===== src/rtl/vga_timing_monitor_if.sv =====
// Bundle between a VGA timing source and its monitor: sync/video inputs plus monitor results.
interface vga_timing_monitor_if #(
    parameter int CW = 11
);
    logic          hsync;
    logic          vsync;
    logic          display_on;
    logic [5:0]    rgb;
    logic          pix_valid;
    logic [9:0]    pix_x;
    logic [9:0]    pix_y;
    logic [CW-1:0] line_len;
    logic [CW-1:0] frame_lines;
    logic          locked;
    logic          err;
    logic [7:0]    err_count;
    logic [15:0]   frame_crc;

    modport master (
        output hsync, vsync, display_on, rgb,
        input  pix_valid, pix_x, pix_y, line_len, frame_lines, locked, err, err_count, frame_crc
    );

    modport slave (
        input  hsync, vsync, display_on, rgb,
        output pix_valid, pix_x, pix_y, line_len, frame_lines, locked, err, err_count, frame_crc
    );
endinterface


===== src/rtl/vga_timing_monitor.sv =====
// VGA timing monitor: rebuilds coordinates, measures geometry, locks and counts violations; VGA_MON_CRC_EN adds a frame CRC.
// Outputs settle 2 clocks after the input edge that causes them; pure sink, no backpressure.
module vga_timing_monitor #(
    parameter int H_TOTAL     = 800,
    parameter int H_ACTIVE    = 640,
    parameter int V_TOTAL     = 525,
    parameter int V_ACTIVE    = 480,
    parameter bit SYNC_NEG    = 1'b1,
    parameter int LOCK_FRAMES = 2,
    parameter int CW          = 11
) (
    input logic                 clk,
    input logic                 reset,
    vga_timing_monitor_if.slave mon
);
    localparam logic [CW-1:0] CNT_MAX    = '1;
    localparam logic [CW-1:0] H_TOTAL_C  = CW'(H_TOTAL);
    localparam logic [CW-1:0] H_ACTIVE_C = CW'(H_ACTIVE);
    localparam logic [CW-1:0] V_TOTAL_C  = CW'(V_TOTAL);
    localparam logic [CW-1:0] V_ACTIVE_C = CW'(V_ACTIVE);
    localparam logic [7:0]    LOCK_C     = 8'(LOCK_FRAMES);

    typedef enum logic [1:0] {SEARCH, ACQUIRE, LOCKED} state_t;

    logic          hs_r, vs_r, de_r, hs_q, vs_q;
    logic          hs_edge, vs_edge, de_rise, de_fall;
    logic          pix_valid;
    logic [9:0]    pix_x, pix_y;
    logic [CW-1:0] hcnt, acnt, lcnt, vcnt, line_len, frame_lines;
    logic [CW-1:0] hcnt_inc, vcnt_now;
    logic          hcnt_sat, line_bad, frame_bad, mismatch;
    state_t        state;
    logic [7:0]    good;
    logic          m, locked, err;
    logic [7:0]    err_count;

    always_ff @(posedge clk) begin
        if (reset) begin
            hs_r <= 1'b0;
            vs_r <= 1'b0;
            de_r <= 1'b0;
            hs_q <= 1'b0;
            vs_q <= 1'b0;
        end else begin
            hs_r <= mon.hsync ^ SYNC_NEG;
            vs_r <= mon.vsync ^ SYNC_NEG;
            de_r <= mon.display_on;
            hs_q <= hs_r;
            vs_q <= vs_r;
        end
    end

    assign hs_edge  = hs_r & ~hs_q;
    assign vs_edge  = vs_r & ~vs_q;
    assign de_rise  = de_r & ~pix_valid;
    assign de_fall  = ~de_r & pix_valid;
    assign hcnt_sat = (hcnt == CNT_MAX);
    assign hcnt_inc = hcnt_sat ? CNT_MAX : hcnt + CW'(1);
    // The line closing on a coincident hsync edge still belongs to the old frame.
    assign vcnt_now = vcnt + CW'(hs_edge && (acnt != '0) && (vcnt != CNT_MAX));
    assign line_bad  = hs_edge && ((hcnt_inc != H_TOTAL_C) || ((acnt != '0) && (acnt != H_ACTIVE_C)));
    assign frame_bad = vs_edge && ((lcnt != V_TOTAL_C) || (vcnt_now != V_ACTIVE_C));
    assign mismatch  = line_bad | frame_bad;

    always_ff @(posedge clk) begin
        if (reset) begin
            hcnt        <= '0;
            acnt        <= '0;
            lcnt        <= '0;
            vcnt        <= '0;
            line_len    <= '0;
            frame_lines <= '0;
            pix_valid   <= 1'b0;
            pix_x       <= '0;
            pix_y       <= '0;
        end else begin
            pix_valid <= de_r;
            if (hs_edge) begin
                hcnt     <= '0;
                line_len <= hcnt_inc;
                acnt     <= CW'(de_r);
            end else begin
                hcnt <= hcnt_inc;
                if (de_r && (acnt != CNT_MAX)) acnt <= acnt + CW'(1);
            end
            if (vs_edge) begin
                frame_lines <= lcnt;
                lcnt        <= CW'(hs_edge);
                vcnt        <= '0;
            end else begin
                vcnt <= vcnt_now;
                if (hs_edge && (lcnt != CNT_MAX)) lcnt <= lcnt + CW'(1);
            end
            if (de_rise) pix_x <= '0;
            else if (de_r) pix_x <= pix_x + 10'd1;
            if (vs_edge) pix_y <= '0;
            else if (de_fall) pix_y <= pix_y + 10'd1;
        end
    end

    always_ff @(posedge clk) begin
        if (reset) begin
            state     <= SEARCH;
            good      <= '0;
            m         <= 1'b0;
            locked    <= 1'b0;
            err       <= 1'b0;
            err_count <= '0;
        end else if (hcnt_sat) begin
            if (state == LOCKED) begin
                err <= 1'b1;
                if (err_count != 8'hFF) err_count <= err_count + 8'd1;
            end
            state  <= SEARCH;
            locked <= 1'b0;
            good   <= '0;
            m      <= 1'b0;
        end else begin
            case (state)
                SEARCH: begin
                    if (vs_edge) begin
                        state <= ACQUIRE;
                        good  <= '0;
                        m     <= 1'b0;
                    end
                end
                ACQUIRE: begin
                    if (vs_edge) begin
                        m <= 1'b0;
                        if (m || mismatch) begin
                            good <= '0;
                        end else begin
                            good <= good + 8'd1;
                            if (good + 8'd1 >= LOCK_C) begin
                                state  <= LOCKED;
                                locked <= 1'b1;
                            end
                        end
                    end else if (line_bad) begin
                        m <= 1'b1;
                    end
                end
                LOCKED: begin
                    if (mismatch) begin
                        err    <= 1'b1;
                        if (err_count != 8'hFF) err_count <= err_count + 8'd1;
                        locked <= 1'b0;
                        state  <= ACQUIRE;
                        good   <= '0;
                        // A mid-frame fault taints the rest of this frame too.
                        m      <= ~vs_edge;
                    end
                end
                default: state <= SEARCH;
            endcase
        end
    end

`ifdef VGA_MON_CRC_EN
    function automatic logic [15:0] crc_step(input logic [15:0] crc, input logic [5:0] sym);
        logic [15:0] c;
        logic [7:0]  b;
        c = crc;
        b = {2'b00, sym};
        for (int i = 7; i >= 0; i--) begin
            if (c[15] ^ b[i]) c = {c[14:0], 1'b0} ^ 16'h1021;
            else              c = {c[14:0], 1'b0};
        end
        return c;
    endfunction

    logic [5:0]  rgb_r;
    logic [15:0] crc_run, frame_crc;

    always_ff @(posedge clk) begin
        if (reset) begin
            rgb_r     <= '0;
            crc_run   <= 16'hFFFF;
            frame_crc <= '0;
        end else begin
            rgb_r <= mon.rgb;
            if (vs_edge) begin
                frame_crc <= crc_run;
                crc_run   <= 16'hFFFF;
            end else if (de_r) begin
                crc_run <= crc_step(crc_run, rgb_r);
            end
        end
    end
    assign mon.frame_crc = frame_crc;
`else
    logic [5:0] unused_rgb;
    assign unused_rgb    = mon.rgb;
    assign mon.frame_crc = '0;
`endif

    assign mon.pix_valid   = pix_valid;
    assign mon.pix_x       = pix_x;
    assign mon.pix_y       = pix_y;
    assign mon.line_len    = line_len;
    assign mon.frame_lines = frame_lines;
    assign mon.locked      = locked;
    assign mon.err         = err;
    assign mon.err_count   = err_count;
endmodule


===== src/flat_wrapper.sv =====
// flat-port wrapper written by rule: the top's interface ports become plain ports
module vga_timing_monitor_flat 
#(
    parameter int H_TOTAL     = 800,
    parameter int H_ACTIVE    = 640,
    parameter int V_TOTAL     = 525,
    parameter int V_ACTIVE    = 480,
    parameter bit SYNC_NEG    = 1'b1,
    parameter int LOCK_FRAMES = 2,
    parameter int CW          = 11
)
  (clk, reset, mon_hsync, mon_vsync, mon_display_on, mon_rgb, mon_pix_valid, mon_pix_x, mon_pix_y, mon_line_len, mon_frame_lines, mon_locked, mon_err, mon_err_count, mon_frame_crc);
  vga_timing_monitor_if #(.CW(CW)) mon_i ();
  input logic clk;
  input logic reset;
  input wire logic [$bits(mon_i.hsync)-1:0] mon_hsync;
  input wire logic [$bits(mon_i.vsync)-1:0] mon_vsync;
  input wire logic [$bits(mon_i.display_on)-1:0] mon_display_on;
  input wire logic [$bits(mon_i.rgb)-1:0] mon_rgb;
  output wire logic [$bits(mon_i.pix_valid)-1:0] mon_pix_valid;
  output wire logic [$bits(mon_i.pix_x)-1:0] mon_pix_x;
  output wire logic [$bits(mon_i.pix_y)-1:0] mon_pix_y;
  output wire logic [$bits(mon_i.line_len)-1:0] mon_line_len;
  output wire logic [$bits(mon_i.frame_lines)-1:0] mon_frame_lines;
  output wire logic [$bits(mon_i.locked)-1:0] mon_locked;
  output wire logic [$bits(mon_i.err)-1:0] mon_err;
  output wire logic [$bits(mon_i.err_count)-1:0] mon_err_count;
  output wire logic [$bits(mon_i.frame_crc)-1:0] mon_frame_crc;
  assign mon_i.hsync = mon_hsync;
  assign mon_i.vsync = mon_vsync;
  assign mon_i.display_on = mon_display_on;
  assign mon_i.rgb = mon_rgb;
  assign mon_pix_valid = mon_i.pix_valid;
  assign mon_pix_x = mon_i.pix_x;
  assign mon_pix_y = mon_i.pix_y;
  assign mon_line_len = mon_i.line_len;
  assign mon_frame_lines = mon_i.frame_lines;
  assign mon_locked = mon_i.locked;
  assign mon_err = mon_i.err;
  assign mon_err_count = mon_i.err_count;
  assign mon_frame_crc = mon_i.frame_crc;
  vga_timing_monitor #(.H_TOTAL(H_TOTAL), .H_ACTIVE(H_ACTIVE), .V_TOTAL(V_TOTAL), .V_ACTIVE(V_ACTIVE), .SYNC_NEG(SYNC_NEG), .LOCK_FRAMES(LOCK_FRAMES), .CW(CW)) u_core (.clk(clk), .reset(reset), .mon(mon_i));
endmodule

===== config.mk =====
export PLATFORM = sky130hd
export DESIGN_NAME = vga_timing_monitor_flat
export DESIGN_NICKNAME = d
export VERILOG_FILES = /design/src/rtl/vga_timing_monitor_if.sv /design/src/rtl/vga_timing_monitor.sv /design/src/flat_wrapper.sv
export SDC_FILE = /design/constraint.sdc
export NUM_CORES = 1
export LEC_CHECK = 0
export BUFFER_PORTS_ARGS = -buffer_cell sky130_fd_sc_hd__buf_2
export CAP_MARGIN = 40
export CORE_UTILIZATION = 61
export DETAILED_ROUTE_END_ITERATION = 6
export HOLD_SLACK_MARGIN = 0.06
export MAX_ROUTING_LAYER = met4
export PLACE_DENSITY = 0.93
export SLEW_MARGIN = 20
export SYNTH_ARGS = -nofsm -noshare
export SYNTH_HDL_FRONTEND = slang
export SYNTH_SLANG_ARGS = --single-unit

===== constraint.sdc =====
create_clock -name clk -period 5.27 [get_ports clk]
set_clock_uncertainty 0.1 [all_clocks]
set_input_delay 1.581 -clock clk [delete_from_list [all_inputs] [get_ports clk]]
set_output_delay 1.581 -clock clk [all_outputs]
set_load 0.02 [all_outputs]

==> flow_summary.yaml <==
run_status:
  status: "complete, no violations"
sta:
  rsz0062_at_grt: "false"
  slew_violations: 0
  final.setup.tns_ps: 0
  max_freq_mhz: 226
  fin_crit_sh_pct: 83.8
  timing.final.crit_period_ps: 4420
  finalHoldWorstSlack_ps: 346
  timing_hold_violations_final: 0
  slew_headroom_pct: 45.7
  setup-violations-final: 0
  worst_pin_slew_ps: 794
logic_synthesis:
  synth.avg_cell_area_um2: 8.38
  syn-cell-area_um2: 5360
  yosys.area.top_type: "dfxtp_1"
  synth_edf_count: 0
  synth_area_leaders: "dfxtp_1 (42%), nor2_1 (5.6%), nand2_1 (4.8%), a21oi_1 (4.2%), xor2_1 (3.9%)"
  synthArstFlopShare_pct: 0
  synth_cell_types: 61
  yosys.area.top_type_share_pct: 42.2
  synth_cells: 639
  ys_warn_count: 0
  ys_seq_area_share_pct: 42.2
  ys_ff_latch: 113
  synth_ff_type: "dfxtp_1"
pwr:
  p_sw_mw: 0.530
  leakage_nw: 2.54
  pwr-share-comb_pct: 4.9
  p_int_mw: 1.70
  p_seq_share_pct: 39.4
  clockPowerShare_pct: 55.6
  peakVddDrop_v: 0.000234
  cellPowerDensity_nw_per_um2: 357
  p_sw_share_pct: 23.8
placed_design:
  portBuffers: 57
  gp_congestion: 0.899
  dp.cells: 773
  dp_hpwl_um: 8030
  placement.cell_area_um2: 5610
route:
  wirelength_um: 12800
  post_drt_wl_per_cell_um: 15.9
  drtPass1Iterations: 6
  drt_iter0_drc: 300
  vias: 4814
  ant_nets: 0
  drc: 0
  avgViaCountPerCell: 5.98
cts:
  worstSkewPairLatency_ps: 530
  cts_tree: "done"
  h-tree-depth: 4
  numCtsBuffers: 17
  cts_setup_buffers: 0
  cts.path.max_buffers: 2
  ctsRootBufferMaster: "clkbuf_8"
  ctsHoldBuffers: 0
  cts_sinks: 113
  clk_pin_slew_worst_paths_ps: 60
  cts_resized: 0
worst_setup_path:
  slowest_delay_ps: 750
  worstSetupPathDepth: 15
  crit_path_top_delay_cell: "a2111oi_0"
  crit_family: "simple AND/OR/NAND/NOR gates"
  crit_end: "u_core.good[6]$_SDFFE_PP0P_"
  r2r_start: "u_core.acnt[0]$_SDFFE_PP0P_"
  crit_start: "u_core.acnt[0]$_SDFFE_PP0P_"
  path_max_fanout: 10
  required_ps: 5620
  reg2reg_depth: 15
  crit_buf_inv: 1
  crit_chain: "inv_1 > ha_1 > nor4b_1 > nand2_1 > nor3_1 > nor3_1 > ha_1 > nor4bb_1 > o21ai_1 > a2111oi_0 > a31oi_1 > a21o_1 > nor3_2 > nand2b_1 > o22ai_1"
  start_kind: "flip-flop"
  rrSetupSlack_ps: 850
  reg2reg_to: "u_core.good[6]$_SDFFE_PP0P_"
  end_kind: "flip-flop"
  critPathKind: "flip-flop to flip-flop"
  arrival_ps: 4770
global_routing:
  grtUsageTotal_pct: 30.1
  antenna_found_initial: 0
  grt_pass1_vias: 4552
  grt-ovfl-total: 0
  grt_max_degree: 38
  grt_pass1_wl_um: 20700
cells_and_area:
  final_area_um2: 6250
  final_cell_mix: "dfxtp_1 (113), nor2_1 (80), nand2_1 (68)"
  syn2layout_area_growth_pct: 16.7
  drive_above_1_share_pct: 14.6
  final_util_pct: 74.9
  layout_commonest_cell: "dfxtp_1"
  nets: 714
  fin_cells: 805
  antennaDiodeCount: 0
floorplan:
  die_area_um2: 9160
  boundaryPins: 80
  dieHeight_um: 95.7
  coreArea_um2: 8340
  initial_core_util_pct: 64.2
  die_x_um: 95.7
  rows: 33
hold_path:
  hp-class: "flip-flop to flip-flop"
job:
  maxCapViolCount: 0
[area by class of cell]
type / count / area [µm²]
inverters: 19 / 71.3
multi-input cells: 477 / 2840
clock buffers: 19 / 442
repair buffers: 59 / 308
well taps: 105 / 131
clock inverters: 13 / 198
flip-flops and latches: 113 / 2260
fillers: 542 / 2090
[how the worst min path moves through the flow]
stage	startpoint	to	slack, ps	cells past startpoint
floorplan	u_core.m$_SDFFE_PP0P_	u_core.m$_SDFFE_PP0P_	340	2
global placement	u_core.mon.line_len[6]$_SDFFE_PP0P_	u_core.mon.line_len[6]$_SDFFE_PP0P_	330	1
detailed placement	u_core.mon.line_len[6]$_SDFFE_PP0P_	u_core.mon.line_len[6]$_SDFFE_PP0P_	340	1
CTS	u_core.mon.line_len[6]$_SDFFE_PP0P_	u_core.mon.line_len[6]$_SDFFE_PP0P_	350	1
global route	u_core.mon.line_len[6]$_SDFFE_PP0P_	u_core.mon.line_len[6]$_SDFFE_PP0P_	370	1
finish	u_core.mon.line_len[6]$_SDFFE_PP0P_	u_core.mon.line_len[6]$_SDFFE_PP0P_	350	1
[layer usage]
layer | up-vias | global-route usage [%] | part of all wire [%]
met5 | - | - | 0
met4 | 0 | 13.1 | 1.9
met3 | 35 | 6.87 | 6.7
met2 | 213 | 52.2 | 52
met1 | 2280 | 33.0 | 39
li1 | 2286 | - | -
[cell usage after synthesis, types with 6 or more instances]
master    instances
a21o_1            9
a21oi_1          45
and3_1           16
buf_4            16
clkbuf_1         23
dfxtp_1         113
ha_1             16
inv_1            19
nand2_1          68
nand2b_1         10
nand3_1          31
nand4_1          18
nor2_1           80
nor2b_1          11
nor3_1           10
nor4_1            6
o21ai_0          12
o21ai_1           6
xnor2_1          19
xor2_1           24
[registers in the layout, summed over array words and instances (netlist names)]
| register | flops |
|---|---|
| u_core.acnt | 11 |
| u_core.de_r | 1 |
| u_core.good | 8 |
| u_core.hcnt | 11 |
| u_core.hs_q | 1 |
| u_core.hs_r | 1 |
| u_core.lcnt | 11 |
| u_core.m | 1 |
| u_core.mon.err | 1 |
| u_core.mon.err_count | 8 |
| u_core.mon.frame_lines | 11 |
| u_core.mon.line_len | 11 |
| u_core.mon.locked | 1 |
| u_core.mon.pix_valid | 1 |
| u_core.mon.pix_x | 10 |
| u_core.mon.pix_y | 10 |
| u_core.state | 2 |
| u_core.vcnt | 11 |
| u_core.vs_q | 1 |
| u_core.vs_r | 1 |
[power by group through the flow]
stage               Combinational [mW]  Sequential [mW]  Clock, mW
floorplan                       0.0872            0.898          0
global placement                0.0976            0.896          0
detailed placement               0.105            0.897          0
CTS                              0.107            0.879       1.24
global route                     0.120            0.881       1.28
finish                           0.109            0.880       1.24
[per-stage QoR]
| stage | power (mW) | setup WS [ps] |
|---|---|---|
| floorplan | 0.985 | 1750 |
| global route | 2.28 | 575 |
| finish | 2.23 | 853 |
| detailed placement | 1.00 | 1070 |
| CTS | 2.23 | 1000 |
| global placement | 0.994 | 1220 |
[worst register-to-register path: cells and delay by family (launching register included)]
family                     cells  cell delay [ps]
adders and majority gates      2              620
AOI/OAI and AO/OA              5             1530
and+or+nand+nor                7             1620
buffers and inverters          1               90
DFF                            1              370
[cells by family (layout without fill, tap and decap cells)]
kind of cell	count (synthesis)	in the layout	share of synthesized area, %
and+or+nand+nor	284	284	26.4
DFF	113	113	42.2
AOI/OAI and AO/OA	112	112	13.5
buffers and inverters	64	110	5.82
xor gates and xnor gates	43	43	7.03
adders and majority gates	16	16	3.74
muxes	6	6	1.24
other	1	16	0.0700
(Power assumes the default switching activity.)
